**src/rtl/seg595_pkg.sv**
```systemverilog
// seg595_pkg: shared constants for the 595 scan driver.
// Holds the hex decode table, frame widths and FSM state encoding.
package seg595_pkg;

    localparam int SEG_BITS   = 8;
    localparam int FRAME_BITS = 16;

    typedef enum logic [1:0] {
        ST_LOAD,
        ST_SHIFT,
        ST_LATCH,
        ST_DWELL
    } state_t;

    // Segment order g,f,e,d,c,b,a; 1 = segment lit.
    localparam logic [6:0] HEX7SEG [16] = '{
        7'h3F, 7'h06, 7'h5B, 7'h4F,
        7'h66, 7'h6D, 7'h7D, 7'h07,
        7'h7F, 7'h6F, 7'h77, 7'h7C,
        7'h39, 7'h5E, 7'h79, 7'h71
    };

endpackage

```
**src/rtl/seg595_scan_driver_dec.sv**
```systemverilog
// hex7seg_dec: combinational hex nibble to 7-segment decode.
// Ports: nibble (4b in), seg (7b out, g..a, active-high).
module hex7seg_dec
    import seg595_pkg::*;
(
    input  logic [3:0] nibble,
    output logic [6:0] seg
);

    assign seg = HEX7SEG[nibble];

endmodule

```
**src/rtl/seg595_scan_driver.sv**
```systemverilog
// seg595_scan_driver: scans 1..8 7-segment digits via two 595s.
// Ports: sys_clk, sys_rst_n, hex_data, dp, digit_en, lz_suppress in;
//        clk/dat/str to the 595 chain, frame_done pulse out.
module seg595_scan_driver
    import seg595_pkg::*;
#(
    parameter int DIGITS         = 4,
    parameter int DIV            = 2,
    parameter int DWELL          = 0,
    parameter bit SEG_ACTIVE_LOW = 1'b1,
    parameter bit SEL_ACTIVE_LOW = 1'b1
) (
    input  logic                  sys_clk,
    input  logic                  sys_rst_n,
    input  logic [4*DIGITS-1:0]   hex_data,
    input  logic [DIGITS-1:0]     dp,
    input  logic [DIGITS-1:0]     digit_en,
    input  logic                  lz_suppress,
    output logic                  clk,
    output logic                  dat,
    output logic                  str,
    output logic                  frame_done
);

    localparam int DIV_W = (DIV > 1) ? $clog2(DIV) : 1;
    localparam int DWL_W = (DWELL > 1) ? $clog2(DWELL) : 1;
    localparam logic [DIV_W-1:0] DIV_LAST = DIV_W'(DIV - 1);
    localparam logic [DWL_W-1:0] DWL_LAST = DWL_W'((DWELL > 0) ? DWELL - 1 : 0);
    localparam logic [2:0]       IDX_LAST = 3'(DIGITS - 1);

    state_t                state, state_n;
    logic [2:0]            idx, idx_n;
    logic [3:0]            bitc, bitc_n;
    logic [DIV_W-1:0]      dcnt, dcnt_n;
    logic                  hi, hi_n;
    logic [DWL_W-1:0]      wcnt, wcnt_n;
    logic [FRAME_BITS-1:0] sh, sh_n;
    logic                  clk_n, dat_n, str_n, fd_n;

    logic [4*DIGITS-1:0]   shd_hex;
    logic [DIGITS-1:0]     shd_dp;
    logic [DIGITS-1:0]     shd_en;
    logic                  shd_lz;

    // Digit 0 reads the live inputs because the snapshot lands on
    // the same edge that leaves LOAD.
    logic                  use_live;
    logic [4*DIGITS-1:0]   src_hex;
    logic [DIGITS-1:0]     src_dp;
    logic [DIGITS-1:0]     src_en;
    logic                  src_lz;

    logic [3:0]            nib;
    logic                  dp_bit;
    logic                  en_bit;
    logic                  upper_zero;
    logic                  blank;
    logic [6:0]            seg7;
    logic [SEG_BITS-1:0]   seg_raw, sel_raw;
    logic [FRAME_BITS-1:0] word;

    assign use_live = (idx == 3'd0);
    assign src_hex  = use_live ? hex_data    : shd_hex;
    assign src_dp   = use_live ? dp          : shd_dp;
    assign src_en   = use_live ? digit_en    : shd_en;
    assign src_lz   = use_live ? lz_suppress : shd_lz;

    always_comb begin
        nib        = 4'h0;
        dp_bit     = 1'b0;
        en_bit     = 1'b0;
        upper_zero = 1'b1;
        for (int j = 0; j < DIGITS; j++) begin
            if (idx == 3'(j)) begin
                nib    = src_hex[4*j +: 4];
                dp_bit = src_dp[j];
                en_bit = src_en[j];
            end
            if (3'(j) >= idx && src_hex[4*j +: 4] != 4'h0)
                upper_zero = 1'b0;
        end
    end

    hex7seg_dec u_dec (
        .nibble (nib),
        .seg    (seg7)
    );

    assign blank   = !en_bit || (src_lz && upper_zero && idx != 3'd0);
    assign seg_raw = blank ? '0 : {dp_bit, seg7};
    assign sel_raw = blank ? '0 : (8'b1 << idx);
    assign word    = {SEG_ACTIVE_LOW ? ~seg_raw : seg_raw,
                      SEL_ACTIVE_LOW ? ~sel_raw : sel_raw};

    always_comb begin
        state_n = state;
        idx_n   = idx;
        bitc_n  = bitc;
        dcnt_n  = dcnt;
        hi_n    = hi;
        wcnt_n  = wcnt;
        sh_n    = sh;
        fd_n    = 1'b0;
        unique case (state)
            ST_LOAD: begin
                sh_n    = word;
                bitc_n  = 4'd0;
                dcnt_n  = '0;
                hi_n    = 1'b0;
                state_n = ST_SHIFT;
            end
            ST_SHIFT: begin
                if (dcnt == DIV_LAST) begin
                    dcnt_n = '0;
                    hi_n   = !hi;
                    if (hi) begin
                        sh_n = sh << 1;
                        if (bitc == 4'd15)
                            state_n = ST_LATCH;
                        else
                            bitc_n = bitc + 4'd1;
                    end
                end else begin
                    dcnt_n = dcnt + DIV_W'(1);
                end
            end
            ST_LATCH: begin
                if (dcnt == DIV_LAST) begin
                    dcnt_n = '0;
                    hi_n   = !hi;
                    if (hi) begin
                        if (DWELL == 0) begin
                            state_n = ST_LOAD;
                        end else begin
                            wcnt_n  = '0;
                            state_n = ST_DWELL;
                        end
                    end
                end else begin
                    dcnt_n = dcnt + DIV_W'(1);
                end
            end
            ST_DWELL: begin
                if (wcnt == DWL_LAST)
                    state_n = ST_LOAD;
                else
                    wcnt_n = wcnt + DWL_W'(1);
            end
            default: state_n = ST_LOAD;
        endcase
        // Any return to LOAD advances the digit index.
        if (state != ST_LOAD && state_n == ST_LOAD) begin
            idx_n = (idx == IDX_LAST) ? 3'd0 : idx + 3'd1;
            fd_n  = (idx == IDX_LAST);
        end
    end

    // Pin values are derived from next-state values so they come
    // straight out of flops with no decode glitches.
    always_comb begin
        clk_n = (state_n == ST_SHIFT) && hi_n;
        str_n = (state_n == ST_LATCH) && !hi_n;
        dat_n = (state_n == ST_SHIFT) ? sh_n[FRAME_BITS-1] : 1'b0;
    end

    always_ff @(posedge sys_clk or negedge sys_rst_n) begin
        if (!sys_rst_n) begin
            state      <= ST_LOAD;
            idx        <= 3'd0;
            bitc       <= 4'd0;
            dcnt       <= '0;
            hi         <= 1'b0;
            wcnt       <= '0;
            sh         <= '0;
            clk        <= 1'b0;
            dat        <= 1'b0;
            str        <= 1'b0;
            frame_done <= 1'b0;
        end else begin
            state      <= state_n;
            idx        <= idx_n;
            bitc       <= bitc_n;
            dcnt       <= dcnt_n;
            hi         <= hi_n;
            wcnt       <= wcnt_n;
            sh         <= sh_n;
            clk        <= clk_n;
            dat        <= dat_n;
            str        <= str_n;
            frame_done <= fd_n;
        end
    end

    always_ff @(posedge sys_clk or negedge sys_rst_n) begin
        if (!sys_rst_n) begin
            shd_hex <= '0;
            shd_dp  <= '0;
            shd_en  <= '0;
            shd_lz  <= 1'b0;
        end else if (state == ST_LOAD && idx == 3'd0) begin
            shd_hex <= hex_data;
            shd_dp  <= dp;
            shd_en  <= digit_en;
            shd_lz  <= lz_suppress;
        end
    end

endmodule

```
**config.mk**
```make
export PLATFORM = sky130hd
export DESIGN_NAME = seg595_scan_driver
export DESIGN_NICKNAME = d
export VERILOG_FILES = /design/src/rtl/seg595_pkg.sv /design/src/rtl/seg595_scan_driver_dec.sv /design/src/rtl/seg595_scan_driver.sv
export SDC_FILE = /design/constraint.sdc
export NUM_CORES = 1
export LEC_CHECK = 0
export BUFFER_PORTS_ARGS = -buffer_cell sky130_fd_sc_hd__buf_2
export CORE_UTILIZATION = 29
export CTS_CLUSTER_SIZE = 25
export DETAILED_ROUTE_END_ITERATION = 12
export PLACE_DENSITY_LB_ADDON = 0.2
export SETUP_SLACK_MARGIN = 0.02
export SLEW_MARGIN = 15
export SYNTH_ARGS = -nofsm -noshare
export SYNTH_HDL_FRONTEND = slang
export SYNTH_HIERARCHICAL = 1
export SYNTH_SLANG_ARGS = --single-unit
export TNS_END_PERCENT = 20
```
**constraint.sdc**
```tcl
create_clock -name sys_clk -period 4.56 [get_ports sys_clk]
set_input_delay 0.228 -clock sys_clk [delete_from_list [all_inputs] [get_ports sys_clk]]
set_output_delay 0.228 -clock sys_clk [all_outputs]
set_load 0.01 [all_outputs]
```
# Word level (Yosys, flattened, before mapping)
# Memories as Yosys holds them, arrays and structs flattened.
# Cells that the tools add are included.
# totals
wordCells,116
register_bits,57
inputBits,27
rom_bits,112
n_memories,1
output_inout_bits,4
# classes
magnitude_cmp,5
reduce_logical,28
n_shift,1
mux,46
bitwise,3
eq_ne,12
addsub,4
# mem_list
name,depth,width,read_ports,rd_clocked_by_memory_dff,wr,line_no,text
(name not given),16,7,1,0,0,seg595_scan_driver_dec.sv:10,assign seg = HEX7SEG[nibble];
# op_table
cell,count
2-to-1 mux 16 bit,3
2-to-1 mux 4 bit,9
case mux 16 bit (2 select lines),1
2-to-1 mux 1 bit,18
2-to-1 mux 8 bit,2
NOT 8 bit,2
nonzero test 4 bit,4
2-to-1 mux 7 bit,2
2-to-1 mux 2 bit,6
logical AND 1 bit,10
case mux 2 bit (4 select lines),1
case mux 4 bit (2 select lines),1
<< shifter 1 x 3 -> 8 bit (first input constant),1
equality test 2 bit (second input constant),3
equality test 3 x 2 -> 1 bit (second input constant),2
greater-or-equal comparator 1 x 3 -> 1 bit (first input constant),2
greater-or-equal comparator 2 x 3 -> 1 bit (first input constant),2
!= test 2 bit (second input constant),3
nonzero test 2 bit,3
greater-or-equal comparator 5 bit (second input constant),1
NOT 4 -> 5 bit,1
adder 4 x 1 -> 4 bit (second input constant),1
equality test 2 x 1 -> 1 bit (second input constant),2
equality test 4 bit (second input constant),1
other kinds (13),18

# Logic depth before layout (Yosys ltp)
# Gate-level depths: netlist of run 1.
# logic_depth
word_depth,15
mapped_depth,15
depth_no_buf,14

# Cells and area by module
# The synthesis of run 1 kept the hierarchy.
# modules_own_cells
mod,area_each_um2,cells_each,instances,seq_area_each_um2
seg595_scan_driver,2986.6,291,1,1351.3
hex7seg_dec,294.0,33,1,0.0

# Least setup slack after synthesis of run 1
# No wires, ideal clock.
# synth_timing
kind,reg2reg
from,register idx[0]
to,register sh[11]
stages_incl_launch_ff,15
arrival_ns,3.284
setup_ns,0.065
period_less_slack_ns,3.349
setup_slack_ns,1.211
required_ns,4.495
path_buffers,2
path_cell_list,dfrtp_1 -> inv_1 -> ha_1 -> buf_6 -> buf_2 -> nor4_1 -> a221oi_1 -> a21oi_1 -> nor2_1 -> a21oi_1 -> inv_1 -> ha_1 -> mux4_1 -> a21oi_1 -> a211o_1
# synth_between
elab_cells_between_ends,43
cone_classes,order compare (4); eq/ne (3); mux (19); bitwise (2); reduce/logical (14); memory (1)
# synth_rtl
element,line_no,text
"start, declared",seg595_scan_driver.sv:32,"logic [2:0] idx, idx_n;"
"start signal, assigned",seg595_scan_driver.sv:181,idx <= idx_n;
zero test 3 bit,"seg595_scan_driver.sv:62, seg595_scan_driver.sv:74",
2-to-1 mux 16 bit,seg595_scan_driver.sv:63,assign src_hex = use_live ? hex_data : shd_hex;
2-to-1 mux 4 bit (3 in series),seg595_scan_driver.sv:74,if (idx == 3'(j)) begin
2-to-1 mux 4 bit (*),seg595_scan_driver.sv:74,
net nib[0],seg595_scan_driver.sv:53,logic [3:0] nib;
NOT 4 -> 5 bit (not written as such) (*),seg595_scan_driver_dec.sv:10,
memory read (16 x 7 bit) (*),-,
2-to-1 mux 7 bit (not written as such) (*) (2 in series),seg595_scan_driver_dec.sv:10,
net seg7[3],seg595_scan_driver.sv:58,logic [6:0] seg7;
2-to-1 mux 8 bit (*),seg595_scan_driver.sv:90,"assign seg_raw = blank ? '0 : {dp_bit, seg7};"
NOT 8 bit (*),seg595_scan_driver.sv:92,"assign word = {SEG_ACTIVE_LOW ? ~seg_raw : seg_raw,"
case mux 16 bit (2 select lines) (*),seg595_scan_driver.sv:104,unique case (state)
"end signal, assigned",seg595_scan_driver.sv:186,sh <= sh_n;
"end, declared",seg595_scan_driver.sv:37,"logic [FRAME_BITS-1:0] sh, sh_n;"
# The timed path passes the listed nets; every way through them passes the cells marked *. The select of a mux whose other input is x is not followed.
# A chain may end at the register's enable or synchronous reset.

# Worst setup path after layout of run 1
# Ends and elaborated chain as after synthesis.

==> metrics.csv, run 1 <==
metric,value,unit
total global routing overflow,0,
internal power,0.8552,mW
starting density of the core,30.00,%
largest net degree at the start of global routing,55,
CTS buffer count,5,
Area Overhead vs Synth,13.65,%
PD cells,290.1,nW/µm²
fin. max-slew vios,0,
total nets after synthesis,369,
reg2reg setup slack,0.67,ns
worst path cell trace,inv_1 > ha_1 > nor4_1 > a221oi_1 > a21oi_1 > nor2_1 > a21oi_1 > inv_1 > ha_1 > mux4_1 > a21oi_1 > a211o_1,
register area share after synthesis,41.19,%
status,"finished, final reports clean",
crit path max fanout,16,
Psw,0.2266,mW
Clock power frac,47.0,%
Max H-tree Level,2,
sequential share of power,45.9,%
Net Sw Frac,20.95,%
Setup-failing EPs final,0,
cell taking the most area after synthesis,dfrtp_1,
clk root buf,clkbuf_16,
die area,11740,µm²
RSZ-0062 raised after global routing,false,
synth warn,6,
Max Fclk,0.2568,GHz
Max-slew headroom,33.44,%
Max Cap Viol,0,
period utilization,85.41,%
#FFs+latches synth,54,
Area contributors post-synth,"dfrtp_1 41%, mux2_2 11%, ha_1 6.9%, mux2i_1 4.6%, a21oi_1 4.0%",
Resized Gates After CTS,0,
cells after synthesis,324,
fin area,3729,µm²
post-cts hold buffer count,0,
synthesized area per cell,10.13,µm²
"EDFF count, synth",0,
Final #Nets,390,
Worst Path Arrival,4.13,ns
DRC,0,
CP peak stage delay,0.67,ns
dominant synthesized flop cell,dfrtp_1,
TNS Setup,0,ns
Hold Path Class,primary input to asynchronous set/reset pin,
startpoint types,flip-flop,
synthesized area,3281,µm²
Port Buffers,30,
first-pass GRT wire length,12.27,mm
vias in the first global route,2446,
Netlist cell types,52,
Post-synth top cells,"54 x dfrtp_1, 32 x mux2_2, 29 x nand2_1",
area share of the largest cell type after synthesis,41.19,%
register area,1351,µm²
fin cells,486,
Starting DRT DRC Count,111,
final hold vios,0,
DP Cell Count,478,
Die Ht,108.4,µm
critical path's slowest cell,nor4_1,
I/O pin cnt,31,
Antenna Nets Post-Route,0,
"Top cell by count, worst path",a21oi_1,
Logic pwr share,7.1,%
required time worst endpoint,4.80,ns
Post-CTS Setup Bufs,0,
footprint of the multi-input gates,1782,µm²
TritonRoute pass-1 iters,4,
Tmin final,3.895,ns
VDD IR-drop max,0.0001855,V
Total GRT Usage,13.33,%
drt total wl,7.169,mm
RePlAce Congestion,0.7866,
TritonCTS clock tree,yes,
row count,38,
WL per Instance,14.75,µm
CORE AREA,10940,µm²
detailed placer's ending HPWL,5.134,mm
# fillers,1137,
worst skew pair latency,0.29,ns
ant diodes,0,
Clock Path Buffers,2,
via count,2414,
clock sink total,54,
Via density,4.967,
"CTS clk-pin slew, worst paths",0.07,ns
cell area after placement,3530,µm²
Setup crit end kind,flip-flop,
initial antenna violation count,0,
Post-Route Skew,0.005709,ns
Leak,1.831,nW
most numerous cell in the Yosys netlist,dfrtp_1,
asr flop ratio synth,100.0,%
CP Class,flip-flop to flip-flop,
layout cell share with drive strength beyond 1,24.28,%
die width,108.4,µm
worst-margin pin slew,0.9960,ns
==> path summary, 6_finish.rpt <==
kind | start | cells past startpoint | end
hold reg to reg | sh[9]$_DFFE_PN0P_ | 1 | sh[10]$_DFFE_PN0P_
setup reg to reg | idx[0]$_DFFE_PN0P_ | 12 | sh[11]$_DFFE_PN0P_
max in group asynchronous | sys_rst_n | 2 | shd_en[3]$_DFFE_PN0P_
hold / removal | sys_rst_n | 2 | bitc[3]$_DFFE_PN0P_
setup / recovery | idx[0]$_DFFE_PN0P_ | 12 | sh[11]$_DFFE_PN0P_
min in group sys_clk | lz_suppress | 2 | shd_lz$_DFFE_PN0P_
==> layout by cell type (no fill, tap or decap), types with 2 or more instances in the layout <==
| master | netlist | routed |
|---|---|---|
| clkbuf_16 | 0 | 5 |
| nand2b_1 | 2 | 2 |
| nor4_1 | 8 | 8 |
| nor2_1 | 24 | 24 |
| dfrtp_1 | 54 | 54 |
| a221oi_1 | 4 | 4 |
| o211ai_1 | 2 | 2 |
| mux2_4 | 2 | 2 |
| buf_4 | 0 | 3 |
| a22o_1 | 2 | 2 |
| inv_1 | 13 | 13 |
| a21oi_1 | 26 | 26 |
| buf_2 | 3 | 30 |
| mux2_2 | 32 | 32 |
| a22oi_1 | 2 | 2 |
| a32oi_1 | 2 | 2 |
| a31oi_1 | 3 | 3 |
| nand2_1 | 29 | 29 |
| a211o_1 | 11 | 11 |
| o22ai_1 | 4 | 4 |
| nand3_1 | 6 | 6 |
| nor2b_1 | 4 | 4 |
| mux2i_1 | 15 | 15 |
| ha_1 | 18 | 18 |
| bufinv_16 | 0 | 2 |
| o21ai_0 | 9 | 9 |
| or2_2 | 3 | 3 |
| nor3_1 | 6 | 6 |
==> power by group through the flow <==
| stage | Combinational [mW] | Clock (mW) | Sequential, mW |
|---|---|---|---|
| global route | 0.0874 | 0.543 | 0.498 |
| detailed placement | 0.0780 | 0 | 0.506 |
| floorplan | 0.0447 | 0 | 0.503 |
| CTS | 0.0783 | 0.523 | 0.496 |
| finish | 0.0764 | 0.509 | 0.496 |
| global placement | 0.0772 | 0 | 0.506 |
==> state kept, by name, summed over array words and instances (netlist names) <==
signal,cells
sh,16
shd_hex,16
bitc,4
idx,3
shd_dp,3
shd_en,3
state,2
clk,1
dat,1
dcnt,1
frame_done,1
hi,1
shd_lz,1
str,1
==> metal layers <==
metal / share of wire, % / up-vias / global-route usage, %
li1: - / 1218 / -
met3: 3.1 / 7 / 2.652
met2: 45 / 40 / 20.25
met5: 0 / - / 0
met4: 0.81 / 0 / 3.185
met1: 51 / 1149 / 19.29
==> worst max-delay path: cells and delay by family (launching register included) <==
family                     cells  cell delay [ns]
AOI/OAI and AO/OA              5             0.99
adders and majority gates      2             0.83
and+or+nand+nor                2             0.72
muxes                          1             0.49
DFF                            1             0.47
buffers and inverters          2             0.34
==> area by class of cell <==
type	instances	share of cell area, %
clock buffers	6	3.725
clock inverters	2	1.611
inverters	13	1.309
multi-input cells	238	47.79
flip-flops and latches	54	36.24
well taps	140	4.698
repair buffers	33	4.631
==> through the flow <==
| step | power [mW] | setup WS, ns | utilization (%) | hold WS, ns |
|---|---|---|---|---|
| finish | 1.082 | 0.6653 | 34.10 | 0.04396 |
| global route | 1.128 | 0.2628 | 34.10 | 0.1355 |
| CTS | 1.098 | 0.6377 | 34.10 | 0.09931 |
| detailed placement | 0.5837 | 0.6968 | 32.28 | 0.4211 |
| global placement | 0.5831 | 0.8170 | 32.28 | 0.4209 |
| floorplan | 0.5482 | 1.211 | - | -0.06759 |
==> cell families (layout without fill, tap and decap cells) <==
logic type,after synthesis,in the layout,share of synthesized area [%]
XOR/XNOR,1,1,0.2670
adder cells (fa/ha/maj),18,18,6.865
multiplexers,50,50,17.28
AND/OR/NAND/NOR,91,91,13.39
buffers and inverters,32,54,4.500
AO/OA/AOI/OAI,78,78,16.51
flip-flops,54,54,41.19
No activity file was read; power rests on OpenSTA's default activity.
==> run 2, diff against run 1 <==
--- a/config.mk
+++ b/config.mk
@@ -6,7 +6,7 @@
 export NUM_CORES = 1
 export LEC_CHECK = 0
 export BUFFER_PORTS_ARGS = -buffer_cell sky130_fd_sc_hd__buf_2
-export CORE_UTILIZATION = 29
+export CORE_UTILIZATION = 34
 export CTS_CLUSTER_SIZE = 25
 export DETAILED_ROUTE_END_ITERATION = 12
 export PLACE_DENSITY_LB_ADDON = 0.2
==> constraint.sdc (replaced) <==
create_clock -name sys_clk -period 3.2 [get_ports sys_clk]
set_input_delay 0.16 -clock sys_clk [delete_from_list [all_inputs] [get_ports sys_clk]]
set_output_delay 0.16 -clock sys_clk [all_outputs]
set_load 0.01 [all_outputs]
==> metrics.csv, run 2 (synthesized netlist as in run 1, its figures left out) <==
metric,value,unit,change
status,"finished, violations left",,"was finished, final reports clean"
failing checks,hold timing,,
PnR worst setup slack,0.2362,ns,was 0.6653 ns
Die Ht,100.2,µm,was 108.4 µm
CP peak stage delay,0.49,ns,was 0.67 ns
# fillers,952,,was 1137
sequential share of power,59.2,%,was 45.9%
worst-margin pin slew,0.8828,ns,was 0.9960 ns
ant diodes,0,,unchanged
CORE AREA,9284,µm²,was 10940 µm²
Post-Route Skew,0.01070,ns,was 0.005709 ns
critical path's slowest cell,mux4_1,,was nor4_1
die width,100.2,µm,was 108.4 µm
vias in the first global route,2475,,was 2446
CP Class,flip-flop to flip-flop,,unchanged
R2R depth,13,,was 12
Clock power frac,31.3,%,was 47.0%
Final #Nets,408,,was 390
Port Buffers,30,,unchanged
first-pass GRT wire length,11.98,mm,was 12.27 mm
row count,35,,was 38
setup slack at placement,0.2027,ns,was 0.6968 ns
largest net degree at the start of global routing,39,,was 55
Max Fclk,0.3374,GHz,was 0.2568 GHz
initial antenna violation count,0,,unchanged
Hold Path Class,primary input to asynchronous set/reset pin,,unchanged
CTS buffer count,5,,unchanged
worst reg2reg path endpoint,sh[11]$_DFFE_PN0P_,,unchanged
required time worst endpoint,3.44,ns,was 4.80 ns
Setup crit end kind,flip-flop,,unchanged
Clock Path Buffers,2,,unchanged
worst path cell trace,buf_4 > ha_1 > inv_1 > nor2_2 > buf_4 > a21oi_1 > nor2_1 > a21oi_2 > inv_1 > ha_1 > mux4_1 > a21oi_1 > a211o_1,,was inv_1 > ha_1 > nor4_1 > a221oi_1 > a21oi_1 > nor2_1 > a21oi_1 > inv_1 > ha_1 > mux4_1 > a21oi_1 > a211o_1
Via density,5.174,,was 4.967
Leak,1.857,nW,was 1.831 nW
Area Overhead vs Synth,14.61,%,was 13.65%
I/O pin cnt,31,,unchanged
layout cell share with drive strength beyond 1,28.85,%,was 24.28%
Tmin final,2.964,ns,was 3.895 ns
TNS Setup,0,ns,unchanged
startpoint types,flip-flop,,unchanged
final hold vios,37,,was 0
TritonCTS clock tree,yes,,unchanged
Antenna Nets Post-Route,0,,unchanged
largest delay contributor family on the critical path,buffers and inverters,,was compound AO/OA/AOI/OAI gates
Total GRT Usage,14.98,%,was 13.33%
crit path max fanout,6,,was 16
die area,10050,µm²,was 11740 µm²
clk root buf,clkbuf_8,,was clkbuf_16
r2r startpoint,idx[1]$_DFFE_PN0P_,,was idx[0]$_DFFE_PN0P_
Starting DRT DRC Count,131,,was 111
fin cells,493,,was 486
clock sink total,54,,unchanged
Psw,0.2882,mW,was 0.2266 mW
DP Cell Count,481,,was 478
post-cts hold buffer count,0,,unchanged
RePlAce Congestion,0.8488,,was 0.7866
"commonest non-fill, non-tap cell in the layout",dfrtp_1,,unchanged
fin. max-slew vios,0,,unchanged
Worst Path Arrival,3.21,ns,was 4.13 ns
Setup-failing EPs final,0,,unchanged
WL per Instance,14.86,µm,was 14.75 µm
internal power,0.9074,mW,was 0.8552 mW
DRC,0,,unchanged
Worst Setup EP,sh[11]$_DFFE_PN0P_,,unchanged
WP depth,13,,was 12
PD cells,318.0,nW/µm²,was 290.1 nW/µm²
drt total wl,7.325,mm,was 7.169 mm
detailed placer's ending HPWL,5.248,mm,was 5.134 mm
top flop regs,"sh x16, shd_hex x16, bitc x4",,unchanged
total global routing overflow,0,,unchanged
reg2reg setup slack,0.24,ns,was 0.67 ns
"CTS clk-pin slew, worst paths",0.10,ns,was 0.07 ns
Net Sw Frac,24.10,%,was 20.95%
TritonRoute pass-1 iters,4,,unchanged
RSZ-0062 raised after global routing,false,,unchanged
period utilization,92.62,%,was 85.41%
via count,2551,,was 2414
starting density of the core,35.34,%,was 30.00%
Tot Pwr,1.196,mW,was 1.082 mW
Max-slew headroom,41.15,%,was 33.44%
most frequent cells in the layout,"53 x dfrtp_1, 32 x mux2_2, 30 x buf_2, 29 x nand2_1, 24 x a21oi_1",,"was 54 x dfrtp_1, 32 x mux2_2, 30 x buf_2, 29 x nand2_1, 26 x a21oi_1"
CP startpoint,idx[1]$_DFFE_PN0P_,,was idx[0]$_DFFE_PN0P_
Bufs and invs on worst path,4,,was 2
worst skew pair latency,0.30,ns,was 0.29 ns
Max H-tree Level,2,,unchanged
Logic pwr share,9.5,%,was 7.1%
Max Cap Viol,0,,unchanged
worst hold slack,-0.02708,ns,was 0.04396 ns
VDD IR-drop max,0.0001695,V,was 0.0001855 V
[run 2: cell types whose count changed in the layout (fill, tap and decap cells not counted), moves of 3 or more]
cell | previous run | this run
clkbuf_16 | 5 | 0
clkbuf_8 | 1 | 5
clkbuf_1 | 0 | 3
buf_4 | 3 | 21
[run 2: routing by layer]
metal / share of wire (%) / vias to the layer above / track usage, %
li1: - / 1253 / -
met1: 49 / 1251 / 20.24
met2: 48 / 41 / 25.45
met5: 0 / - / 0
met4: 0.89 / 0 / 2.676
met3: 2.6 / 6 / 2.507
[run 2: area by class of cell]
cell class,instances,area [µm²],share of cell area (%)
multi-input combinational,238,1809,48.12
inverter,13,48.80,1.298
clock buffer,8,80.08,2.130
tap,129,161.4,4.293
timing repair buffer,51,307.8,8.186
sequential,54,1353,35.97
[run 2: power groups by stage]
stage | combinational (mW) | clock, mW | sequential, mW
2_1_floorplan | 0.0645 | 0 | 0.717
3_3_place_gp | 0.114 | 0 | 0.720
3_5_place_dp | 0.115 | 0 | 0.721
4_1_cts | 0.116 | 0.390 | 0.707
5_1_grt | 0.128 | 0.422 | 0.709
6_report | 0.113 | 0.375 | 0.708
[run 2: worst register-to-register path: stages (launching register included)]
cell and delay (ns):
dfrtp_2 0.46, buf_4 0.17, ha_1 0.24, inv_1 0.13, nor2_2 0.08, buf_4 0.19
a21oi_1 0.14, nor2_1 0.07, a21oi_2 0.22, inv_1 0.13, ha_1 0.32, mux4_1 0.49
a21oi_1 0.14, a211o_1 0.12
[run 2: per-stage QoR]
stage	util (%)	cell area [µm²]	hold WS [ns]
5_1_grt	40.50	3760	0.05495
2_1_floorplan	-	3304	-0.1356
3_5_place_dp	39.26	3645	0.3457
4_1_cts	40.12	3725	0.009291
3_3_place_gp	39.26	3645	0.3475
6_report	40.50	3760	-0.02708
[run 2: how the worst min path moves through the flow]
stage / from / endpoint / cells past startpoint
2_1_floorplan: sys_rst_n / bitc[0]$_DFFE_PN0P_ / 0
4_1_cts: sys_rst_n / dcnt$_DFFE_PN0N_ / 1
3_5_place_dp: sys_rst_n / bitc[3]$_DFFE_PN0P_ / 1
5_1_grt: sys_rst_n / str$_DFF_PN0_ / 1
6_report: sys_rst_n / sh[9]$_DFFE_PN0P_ / 1
3_3_place_gp: sys_rst_n / bitc[2]$_DFFE_PN0P_ / 1
[run 2: timing repair]
| item | CTS | global route |
|---|---|---|
| gates resized for setup | 0 | 2 |
| setup endpoints to repair | 0 | 5 |
| setup buffers | 0 | 4 |
==> run 3, diff against run 2 <==
==> constraint.sdc (replaced) <==
create_clock -name sys_clk -period 3.2 [get_ports sys_clk]
set_input_delay 0.64 -clock sys_clk [delete_from_list [all_inputs] [get_ports sys_clk]]
set_output_delay 0.64 -clock sys_clk [all_outputs]
set_load 0.01 [all_outputs]
==> metrics.csv, run 3 (synthesized netlist as in run 1, its figures left out) <==
metric,value,unit,change
Starting DRT DRC Count,125,,was 131
RePlAce Congestion,0.7974,,was 0.8488
Die Ht,100.2,µm,unchanged
"commonest non-fill, non-tap cell in the layout",dfrtp_1,,unchanged
Tmin final,2.974,ns,was 2.964 ns
Setup-failing EPs final,0,,unchanged
fin area,3790,µm²,was 3760 µm²
Max H-tree Level,2,,unchanged
WL per Instance,14.45,µm,was 14.86 µm
DRC,0,,unchanged
die area,10050,µm²,unchanged
worst skew pair latency,0.32,ns,was 0.30 ns
required time worst endpoint,3.40,ns,was 3.44 ns
cell area after placement,3645,µm²,unchanged
die width,100.2,µm,unchanged
Max-slew headroom,62.64,%,was 41.15%
setup slack at placement,0.1752,ns,was 0.2027 ns
Worst Path Arrival,3.17,ns,was 3.21 ns
most frequent cells in the layout,"53 x dfrtp_1, 32 x mux2_2, 30 x buf_2, 29 x nand2_1",,"was 53 x dfrtp_1, 32 x mux2_2, 30 x buf_2, 29 x nand2_1, 24 x a21oi_1"
CP peak stage delay,0.45,ns,was 0.49 ns
starting density of the core,35.34,%,unchanged
TritonCTS clock tree,yes,,unchanged
TNS Setup,0,ns,unchanged
startpoint types,flip-flop,,unchanged
row count,35,,unchanged
I/O pin cnt,31,,unchanged
Psw,0.3005,mW,was 0.2882 mW
largest net degree at the start of global routing,39,,unchanged
Max Fclk,0.3362,GHz,was 0.3374 GHz
final core utilization,40.82,%,was 40.50%
final hold vios,0,,was 37
via count,2486,,was 2551
worst-margin pin slew,0.5603,ns,was 0.8828 ns
clock sink total,54,,unchanged
sequential share of power,55.1,%,was 59.2%
VDD IR-drop max,0.0002239,V,was 0.0001695 V
vias in the first global route,2495,,was 2475
CTS buffer count,5,,unchanged
clk root buf,clkbuf_8,,unchanged
Clock power frac,36.0,%,was 31.3%
total global routing overflow,0,,unchanged
Clock Path Buffers,2,,unchanged
Post-Route Skew,0.01314,ns,was 0.01070 ns
fin. max-slew vios,0,,unchanged
# fillers,929,,was 952
fin cells,492,,was 493
initial antenna violation count,0,,unchanged
critical path's slowest cell,dfrtp_2,,was mux4_1
RSZ-0062 raised after global routing,true,,was false
"CTS clk-pin slew, worst paths",0.10,ns,about the same
ant diodes,0,,unchanged
Area Overhead vs Synth,15.52,%,was 14.61%
drt total wl,7.107,mm,was 7.325 mm
Net Sw Frac,23.40,%,was 24.10%
period utilization,92.95,%,was 92.62%
Total GRT Usage,15.20,%,was 14.98%
crit path max fanout,9,,was 6
Antenna Nets Post-Route,0,,unchanged
Final #Nets,407,,was 408
status,"finished, final reports clean",,"was finished, violations left"
Hold Path Class,primary input to asynchronous set/reset pin,,unchanged
Logic pwr share,8.9,%,was 9.5%
layout cell share with drive strength beyond 1,30.03,%,was 28.85%
PD cells,338.9,nW/µm²,was 318.0 nW/µm²
DP Cell Count,481,,unchanged
post-cts hold buffer count,0,,unchanged
Setup crit end kind,flip-flop,,unchanged
PnR worst setup slack,0.2256,ns,was 0.2362 ns
top flop regs,"sh x16, shd_hex x16, bitc x4",,unchanged
CORE AREA,9284,µm²,unchanged
CP Class,flip-flop to flip-flop,,unchanged
Leak,1.871,nW,was 1.857 nW
Tot Pwr,1.284,mW,was 1.196 mW
worst path cell trace,buf_4 > ha_1 > inv_1 > nor2_1 > buf_4 > a221oi_1 > a21oi_1 > nor2_1 > a21oi_2 > inv_1 > ha_1 > nor2b_1 > o31ai_1 > a21oi_1 > a211o_1,,was buf_4 > ha_1 > inv_1 > nor2_2 > buf_4 > a21oi_1 > nor2_1 > a21oi_2 > inv_1 > ha_1 > mux4_1 > a21oi_1 > a211o_1
worst hold slack,0.2325,ns,was -0.02708 ns
detailed placer's ending HPWL,5.245,mm,was 5.248 mm
Port Buffers,30,,unchanged
TritonRoute pass-1 iters,4,,unchanged
internal power,0.9837,mW,was 0.9074 mW
first-pass GRT wire length,12.21,mm,was 11.98 mm
Max Cap Viol,0,,unchanged
Via density,5.053,,was 5.174
-- run 3: final cells by class --
cell class / instances / area, µm² / share of cell area [%]
multi-input combinational: 238 / 1818 / 47.97
sequential: 54 / 1353 / 35.69
timing repair buffer: 50 / 300.3 / 7.923
tap: 129 / 161.4 / 4.259
clock buffer: 5 / 68.82 / 1.816
inverter: 13 / 48.80 / 1.288
clock inverter: 3 / 40.04 / 1.056
-- run 3: final timing paths --
kind	cells after the start	start	slack, ns	end
min	1	sys_rst_n	0.23	dcnt$_DFFE_PN0N_
max in group asynchronous	2	sys_rst_n	2.08	idx[1]$_DFFE_PN0P_
min in group sys_clk	1	sh[12]$_DFFE_PN0P_	0.49	sh[13]$_DFFE_PN0P_
min reg2reg	1	sh[12]$_DFFE_PN0P_	0.49	sh[13]$_DFFE_PN0P_
max reg2reg	15	idx[1]$_DFFE_PN0P_	0.23	sh[9]$_DFFE_PN0P_
max	15	idx[1]$_DFFE_PN0P_	0.23	sh[9]$_DFFE_PN0P_
-- run 3: power groups by stage --
| stage | combinational, mW | sequential, mW | clock (mW) |
|---|---|---|---|
| 6_report | 0.115 | 0.707 | 0.462 |
| 5_1_grt | 0.130 | 0.709 | 0.505 |
| 4_1_cts | 0.115 | 0.707 | 0.479 |
| 3_5_place_dp | 0.114 | 0.720 | 0 |
| 3_3_place_gp | 0.113 | 0.720 | 0 |
| 2_1_floorplan | 0.0645 | 0.717 | 0 |
-- run 3: critical path, delay by kind of cell, from the launching register on --
kind | cells | cell delay [ns]
compound gates | 6 | 0.97
simple gates | 3 | 0.32
flops | 1 | 0.45
buf+inv | 4 | 0.64
fa+ha+maj | 2 | 0.49
-- run 3: per-layer routing --
layer | GRT usage (%) | wire, µm | up-vias
met5 | 0 | 0 | -
met4 | 3.344 | 58 | 0
met1 | 21.07 | 3519 | 1201
met3 | 2.368 | 161 | 7
met2 | 25.03 | 3367 | 29
li1 | - | - | 1249
-- run 3: repair_timing --
action / in CTS / in global routing
endpoints found under the setup margin: 0 / 4
resized for setup: 0 / 4
buffers inserted: 0 / 3
